===== config.mk =====
export PLATFORM = sky130hd
export DESIGN_NAME = seg_display_driver
export DESIGN_NICKNAME = d
export VERILOG_FILES = /design/src/rtl/seg_display_driver.sv
export SDC_FILE = /design/constraint.sdc
export NUM_CORES = 1
export LEC_CHECK = 0
export ABC_AREA = 1
export CAP_MARGIN = 40
export CORE_MARGIN = 2
export CORE_UTILIZATION = 50
export DETAILED_ROUTE_END_ITERATION = 8
export GPL_TIMING_DRIVEN = 0
export PLACE_DENSITY = 0.73
export SYNTH_ARGS = -nofsm -noshare
export SYNTH_HDL_FRONTEND = slang
export SYNTH_SLANG_ARGS = --single-unit

===== constraint.sdc =====
create_clock -name clk -period 6.95 [get_ports clk]
set_clock_uncertainty 0.05 [all_clocks]
set_input_delay 1.39 -clock clk [delete_from_list [all_inputs] [get_ports clk]]
set_output_delay 1.39 -clock clk [all_outputs]
set_load 0.02 [all_outputs]

===== src/rtl/seg_display_driver.sv =====
// seg_display_driver
//   Display stage for the card game. Captures a 14-bit binary value, converts it
//   to four BCD digits with a sequential double-dabble, and time-multiplexes the
//   digits onto a 4-digit common-anode seven-segment display. The display has
//   leading-zero blanking, per-digit decimal points and whole-display blink.
//
// Ports:
//   clk        system clock
//   rst        asynchronous reset, active high
//   scan_tick  one-cycle strobe: advances the digit scan and the blink counter
//   load       one-cycle strobe: captures value and (re)starts a conversion
//   value      unsigned binary value; anything above 9999 shows as 9999
//   dp         decimal point enables, bit 0 = rightmost digit
//   blink_en   level: blink the whole display while high
//   busy       high while a conversion is in flight
//   done       one-cycle pulse when new digits are committed to the display
//   seg        cathodes, active low: seg[6:0] = g..a, seg[7] = dp
//   an         anodes, active low, one-hot-low, an[0] = rightmost digit

module seg_display_driver #(
    parameter int BLINK_TICKS = 250,
    parameter bit LZ_BLANK    = 1'b1
) (
    input  logic        clk,
    input  logic        rst,
    input  logic        scan_tick,
    input  logic        load,
    input  logic [13:0] value,
    input  logic [3:0]  dp,
    input  logic        blink_en,
    output logic        busy,
    output logic        done,
    output logic [7:0]  seg,
    output logic [3:0]  an
);

    typedef enum logic [1:0] {
        S_IDLE,
        S_SHIFT,
        S_COMMIT
    } state_t;

    localparam logic [13:0] MAX_BCD = 14'd9999;
    localparam logic [15:0] BLINK_LAST = 16'(BLINK_TICKS - 1);

    state_t      state_q, state_d;
    logic [13:0] bin_q, bin_d;       // bits still to be shifted in, MSB first
    logic [15:0] bcd_q, bcd_d;       // conversion accumulator
    logic [3:0]  bit_cnt_q, bit_cnt_d;
    logic [15:0] disp_q, disp_d;     // committed digits shown on the display
    logic [1:0]  idx_q, idx_d;       // next digit to scan out
    logic [1:0]  pos_q, pos_d;       // digit currently driven on the anodes
    logic        shown_q, shown_d;   // anodes stay dark until the first scan
    logic [15:0] blink_cnt_q, blink_cnt_d;
    logic        blink_off_q, blink_off_d;
    logic [7:0]  seg_q, seg_d;
    logic [3:0]  an_q, an_d;

    logic [15:0] bcd_adj;
    logic [3:0]  digit;
    logic        blank;

    // Add 3 to a BCD nibble of 5 or more so the following shift carries correctly.
    function automatic logic [3:0] add3(input logic [3:0] n);
        return (n >= 4'd5) ? n + 4'd3 : n;
    endfunction

    function automatic logic [6:0] encode(input logic [3:0] d);
        case (d)
            4'd0:    return 7'b1000000;
            4'd1:    return 7'b1111001;
            4'd2:    return 7'b0100100;
            4'd3:    return 7'b0110000;
            4'd4:    return 7'b0011001;
            4'd5:    return 7'b0010010;
            4'd6:    return 7'b0000010;
            4'd7:    return 7'b1111000;
            4'd8:    return 7'b0000000;
            4'd9:    return 7'b0010000;
            default: return 7'b1111111;
        endcase
    endfunction

    assign bcd_adj = {add3(bcd_q[15:12]), add3(bcd_q[11:8]), add3(bcd_q[7:4]), add3(bcd_q[3:0])};

    // Conversion FSM and datapath.
    always_comb begin
        // NOTE: every signal gets a default before the case so no latch is inferred.
        state_d   = state_q;
        bin_d     = bin_q;
        bcd_d     = bcd_q;
        bit_cnt_d = bit_cnt_q;
        disp_d    = disp_q;

        case (state_q)
            S_SHIFT: begin
                bcd_d = {bcd_adj[14:0], bin_q[13]};
                bin_d = {bin_q[12:0], 1'b0};
                if (bit_cnt_q == 4'd13) begin
                    state_d = S_COMMIT;
                end else begin
                    bit_cnt_d = bit_cnt_q + 4'd1;
                end
            end
            S_COMMIT: begin
                disp_d  = bcd_q;
                state_d = S_IDLE;
            end
            default: ;
        endcase

        // A new load always wins: it discards any conversion in flight. A commit
        // in this same cycle still lands because disp_d was set above.
        if (load) begin
            state_d   = S_SHIFT;
            bin_d     = (value > MAX_BCD) ? MAX_BCD : value;
            bcd_d     = '0;
            bit_cnt_d = '0;
        end
    end

    // Scan, blanking and blink. The scan reads disp_d so a tick landing on the
    // commit cycle already shows the new digits.
    always_comb begin
        idx_d       = idx_q;
        pos_d       = pos_q;
        shown_d     = shown_q;
        seg_d       = seg_q;
        blink_cnt_d = blink_cnt_q;
        blink_off_d = blink_off_q;

        digit = disp_d[{idx_q, 2'b00} +: 4];
        case (idx_q)
            2'd1:    blank = LZ_BLANK && (disp_d[15:4] == 12'd0);
            2'd2:    blank = LZ_BLANK && (disp_d[15:8] == 8'd0);
            2'd3:    blank = LZ_BLANK && (disp_d[15:12] == 4'd0);
            default: blank = 1'b0;   // rightmost digit is never blanked
        endcase

        if (scan_tick) begin
            pos_d   = idx_q;
            idx_d   = idx_q + 2'd1;
            shown_d = 1'b1;
            seg_d   = {~dp[idx_q], blank ? 7'h7F : encode(digit)};
        end

        if (!blink_en) begin
            blink_cnt_d = '0;
            blink_off_d = 1'b0;
        end else if (scan_tick) begin
            if (blink_cnt_q == BLINK_LAST) begin
                blink_cnt_d = '0;
                blink_off_d = ~blink_off_q;
            end else begin
                blink_cnt_d = blink_cnt_q + 16'd1;
            end
        end

        // Anodes are refreshed every cycle so blink_en falling takes effect at once.
        an_d = (!shown_d || blink_off_d) ? 4'hF : ~(4'b0001 << pos_d);
    end

    // NOTE: sequential state uses non-blocking assignments only, so every register
    // samples the pre-edge values regardless of statement order.
    always_ff @(posedge clk or posedge rst) begin
        if (rst) begin
            state_q     <= S_IDLE;
            bin_q       <= '0;
            bcd_q       <= '0;
            bit_cnt_q   <= '0;
            disp_q      <= '0;
            idx_q       <= '0;
            pos_q       <= '0;
            shown_q     <= 1'b0;
            blink_cnt_q <= '0;
            blink_off_q <= 1'b0;
            seg_q       <= 8'hFF;
            an_q        <= 4'hF;
        end else begin
            state_q     <= state_d;
            bin_q       <= bin_d;
            bcd_q       <= bcd_d;
            bit_cnt_q   <= bit_cnt_d;
            disp_q      <= disp_d;
            idx_q       <= idx_d;
            pos_q       <= pos_d;
            shown_q     <= shown_d;
            blink_cnt_q <= blink_cnt_d;
            blink_off_q <= blink_off_d;
            seg_q       <= seg_d;
            an_q        <= an_d;
        end
    end

    assign busy = (state_q != S_IDLE);
    assign done = (state_q == S_COMMIT);
    assign seg  = seg_q;
    assign an   = an_q;

endmodule

* Word-level counts from Yosys, hierarchy flattened
Memory sizes are Yosys's and may differ from the RTL's.
Index checks and enable logic that the tools add are counted.
** Storage, ports and cells
- Register bits :: 86
- Memory bits (read-only) :: 112
- Memories :: 1
** Memories
- (name not given) :: words 16, bits a word 7, read ports 1, clocked after Yosys merged registers in 0, write ports 0, line 69 : case (d)
** Operators by class
- $add $sub $neg :: 7
- Order comparisons :: 6
- Equal/unequal tests :: 10
- Shift-type cells :: 2
- Mux-type cells :: 29
- Bitwise operators :: 3
- Reductions and logical operators :: 10
** Operators by type and width (number)
- $mux W16 :: 6
- $mux W14 :: 3
- $mux W4 :: 7
- $add A16 B1 Y16 const B :: 1
- $eq A16 B8 Y1 const B :: 1
- $ge A4 B3 Y1 const B :: 4
- $shiftx A16 B5 Y4 :: 1
- $gt A14 B14 Y1 const B :: 1
- $add A4 B2 Y4 const B :: 3
- $logic_not A12 Y1 :: 1
- $logic_not A8 Y1 :: 1
- $mux W7 :: 1
- $eq A2 B2 Y1 const B :: 3
- $mux W2 :: 3
- $mux W1 :: 5
- $add A4 B1 Y4 const B :: 1
- $eq A2 B1 Y1 const B :: 2
- $eq A4 B4 Y1 const B :: 1
- $logic_not A4 Y1 :: 1
- $ne A2 B2 Y1 const B :: 2
- $not A4 Y4 :: 1
- $pmux W2 S2 :: 1
- $reduce_and A2 Y1 :: 2
- $reduce_bool A2 Y1 :: 2
- other kinds (12) :: 13

* Logic depth before layout (Yosys ltp)
- Word-level depth :: 6
- Depth in mapped cells :: 16
- Mapped depth without buffers :: 15

* Worst setup path before layout
OpenSTA, ideal clock, no wires.
- Path kind :: input to register
- Start :: input load
- End :: register bin_q[10]
- Data arrival time :: 2330 ps
- Required time :: 6757 ps
- Path slack :: 4428 ps
- Stages :: 5
- Buffers on the path :: 2
- Cells stage by stage :: clkbuf_1 > inv_1 > nand2_1 > clkbuf_1 > o221ai_1
** On the way
- Cells in the longest elaborated chain, start to end :: 1
- Elaborated cells between the ends (all ways) :: 2
- Those cells by class :: 1 x mux; 1 x reduce/logical
** RTL lines
- from (decl) :: line 27 : input logic load,
- $mux W14 or $reduce_bool A2 Y1 (tied branches)
- to (signal assigned) :: line 181 : bin_q <= bin_d;
- to (decl) :: line 47 : logic [13:0] bin_q, bin_d;
Several ways; a longest one is shown, not always the timed one.
A chain may end at the register's enable or synchronous reset.

* Final worst setup path
- Start :: register state_q[1]
- End :: output done
** On the way
- Cells in the longest elaborated chain, start to end :: 1
** RTL lines
- from (decl) :: line 46 : state_t state_q, state_d;
- from (signal assigned) :: line 180 : state_q <= state_d;
- $eq A2 B2 Y1 :: line 196 : assign done = (state_q == S_COMMIT);
- to (decl) :: line 32 : output logic done,
Every way passes these cells.

==> summary.md <==
| Metric | Value |
|---|---|
| Crit path max fanout | 10 |
| CP required | 5.51 ns |
| Largest net degree at the start of global routing | 60 |
| Mux cell area share after synthesis | 0% |
| Drt drc | 0 |
| CP max-delay cell | clkdlybuf4s50_1 |
| Final Power | between 1 and 1.5 mW |
| Antenna Violating Nets Remaining | 0 |
| Antenna Cells | 0 |
| Nets | slightly below 700 |
| Max Cap Viol | 0 |
| Final core utilization | 59.0% |
| Vias in the first global route | 4004 |
| CTS tree | built |
| Power density over the cells | roughly 230 mW/mm^2 |
| Final WL | 10.2 mm |
| # rows | 35 |
| Main combinational cell family by area after synthesis | simple AND/OR/NAND/NOR gates |
| Post-Synth Adder-Cell Area | 5.55% |
| CTS resizes | 0 |
| Setup crit end kind | output pin |
| Chip height | 101 um |
| Post-Layout Cell Count | around 770 |
| Setup TNS | 0 ns |
| FILL cells | 834 |
| RePlAce Congestion | ~0.87 |
| Port Buf Inserts | 35 |
| Pins Over Slew Limit | 0 |
| Clock Tree Root | clkbuf_8 |
| H-Tree Depth | 3 |
| XOR/XNOR Fraction of Synth Area | 1.29% |
| First-pass GRT wire length | 17.7 mm |
| Max-slew headroom | 61.9% |
| Drt first pass iters | 4 |
| Vias per std cell | roughly 5.3 |
| Starting Density | 51.5% |
| Mapped Cells | 603 |
| Fin. Hold Viols | 0 |
| Number of synthesized flops with an enable pin | 0 |
| Startpoint Class | register |
| Synth Cell Area | 0.00473 mm^2 |
| Fraction of registers with async set or reset after synthesis | 100% |
| CTS Sinks | 86 |
| Top Ports | 37 |
| Clock transition at path regs | 0.08 ns |
| F_max | 0.307 GHz |
| Cts hold-fix bufs | 0 |
| CTS buffer count | 9 |
| Simple-gate portion of the synthesized area | 27.0% |
| Tcrit/Tclk final | 46.8% |
| DP Area | 0.00525 mm^2 |
| Register area share after synthesis | 45.8% |
| Slew @ Worst Pin | 0.572 ns |
| Fraction of layout cells with a size suffix above 1 | under 10% |
| VDD IR max | between 0.00015 and 0.0002 V |
| DP HPWL | 7.61 mm |
| Compound-Gate Fraction of Synth Area | 11.3% |
| GRT overflow | 0 |
| Worst hold path type | reg2reg |
| Post-synth top flop | dfrtp_1 |
| Antenna violations before repair | 0 |
| Die width | 101 um |
| Core area | 0.00920 mm^2 |
| Post-route design area | 0.00543 mm^2 |
| DRT iter0 DRCs | around 210 |
| Crit-path max cell delay | 0.62 ns |
| Leak Pwr | ~2.6 nW |
| Area growth, synth to finish | 14.6% |
| RSZ-0062 raised after global routing | false |
| Unique masters post-synth | 40 |
| Endpoints failing setup | 0 |
| Clock Tree Buf Depth | 2 |
| Mapped Nets | 647 |
| Post-CTS setup buffers | 0 |
| Commonest non-fill, non-tap cell in the layout | nand2_1 |
| Worst path cell trace | buf_6, inv_2, nor2_4, buf_4, clkdlybuf4s50_1 |
| Die Footprint | about 0.01 mm^2 |
| Vias | a little over 4000 |
| Placed Cells incl. Taps | 750 |
| Yosys Warn Count | 0 |
| Flops & latches, synth | 86 |
| Status | finished, final reports clean |
| Clk Latency, worst-skew pair | approximately 0.36 ns |
| Crit Path Class | reg2out |
| CP arrival | approximately 1.8 ns |
| Total track usage | 21.5% |
| Mean routed wirelength per cell | 13.4 um |
| Minimum clock period | approximately 3.3 ns |
| Syn Area/Cell | ~8 um^2 |
| Most frequent cells in the layout | nand2_1, inv_1, dfrtp_1 |
[worst max-delay path, delay by kind of cell, from the launching register on]
kind,cells,cell delay (ns)
buffers and inverters,4,1.01
flip-flops,1,0.35
AND/OR/NAND/NOR,1,0.10
[cells in the mapped netlist, types with 6 or more instances]
cell type	n	area [um^2]
nand2_2	8	50.1
nor3_1	8	40.0
inv_1	85	319
nor2_1	61	229
o21ai_0	42	210
dfrtp_1	74	1850
xor2_1	6	52.6
o22ai_1	7	43.8
ha_1	21	263
clkbuf_1	10	37.5
dfstp_2	12	315
nand3_1	68	340
a21oi_1	25	125
nand2_1	124	465
[worst paths after layout]
check                                             from                        to  slack, ns  depth (start not counted)
worst max register to register    idx_q[0]$_DFFE_PP0P_        seg[4]$_DFFE_PP1P_       4.67                         12
min in group asynchronous                          rst  bit_cnt_q[0]$_DFFE_PP0P_       1.31                          2
max in group asynchronous                          rst        seg[3]$_DFFE_PP1P_       4.88                          3
worst max-delay path            state_q[1]$_DFFE_PP0P_                      done       3.70                          5
worst min-delay path                seg[2]$_DFFE_PP1P_        seg[2]$_DFFE_PP1P_       0.44                          2
worst min register to register      seg[2]$_DFFE_PP1P_        seg[2]$_DFFE_PP1P_       0.44                          2
[power breakdown]
group | internal, mW | switching [mW] | leakage, nW
Combinational | 0.139 | 0.199 | 1.44
Clock | 0.132 | 0.188 | 0.0829
Sequential | 0.565 | 0.0290 | 1.11
[cell type report]
cell class / instances / area [um^2] / share of cell area (%)
plain buffers: 16 / 88.8 / 1.64
clock buffers: 10 / 128 / 2.35
clock inverters: 6 / 46.3 / 0.853
inverters: 90 / 343 / 6.32
multi-input cells: 411 / 2140 / 39.4
flip-flops and latches: 86 / 2170 / 39.9
well taps: 111 / 139 / 2.56
repair buffers: 36 / 378 / 6.96
[logic make-up after synthesis]
family | count (synthesis)
buf+inv | 106
xor+xnor | 7
simple gates | 289
flops | 86
fa+ha+maj | 21
compound gates | 94
[per-layer routing]
metal / global-route usage, % / vias to the layer above / share of wire, %
met5: 0 / - / 0
met4: 6.13 / 0 / 0.78
met3: 4.21 / 6 / 3.8
met2: 37.9 / 60 / 50
met1: 26.8 / 1919 / 46
li1: - / 2043 / -
[per-stage QoR]
step / hold slack, ns / setup slack (ns)
finish: 0.442 / 3.70
global route: 0.472 / 3.63
CTS: 0.442 / 3.68
detailed placement: 0.431 / 3.62
global placement: 0.409 / 1.94
floorplan: 0.394 / 3.31
[state kept, by name, indices dropped and copies added, names as in the netlist]
name,cells
an,4
bcd_q,16
bin_q,14
bit_cnt_q,4
blink_cnt_q,16
blink_off_q,1
disp_q,16
idx_q,2
pos_q,2
seg,8
shown_q,1
state_q,2
Note: power is estimated with default switching activity, not from simulation.
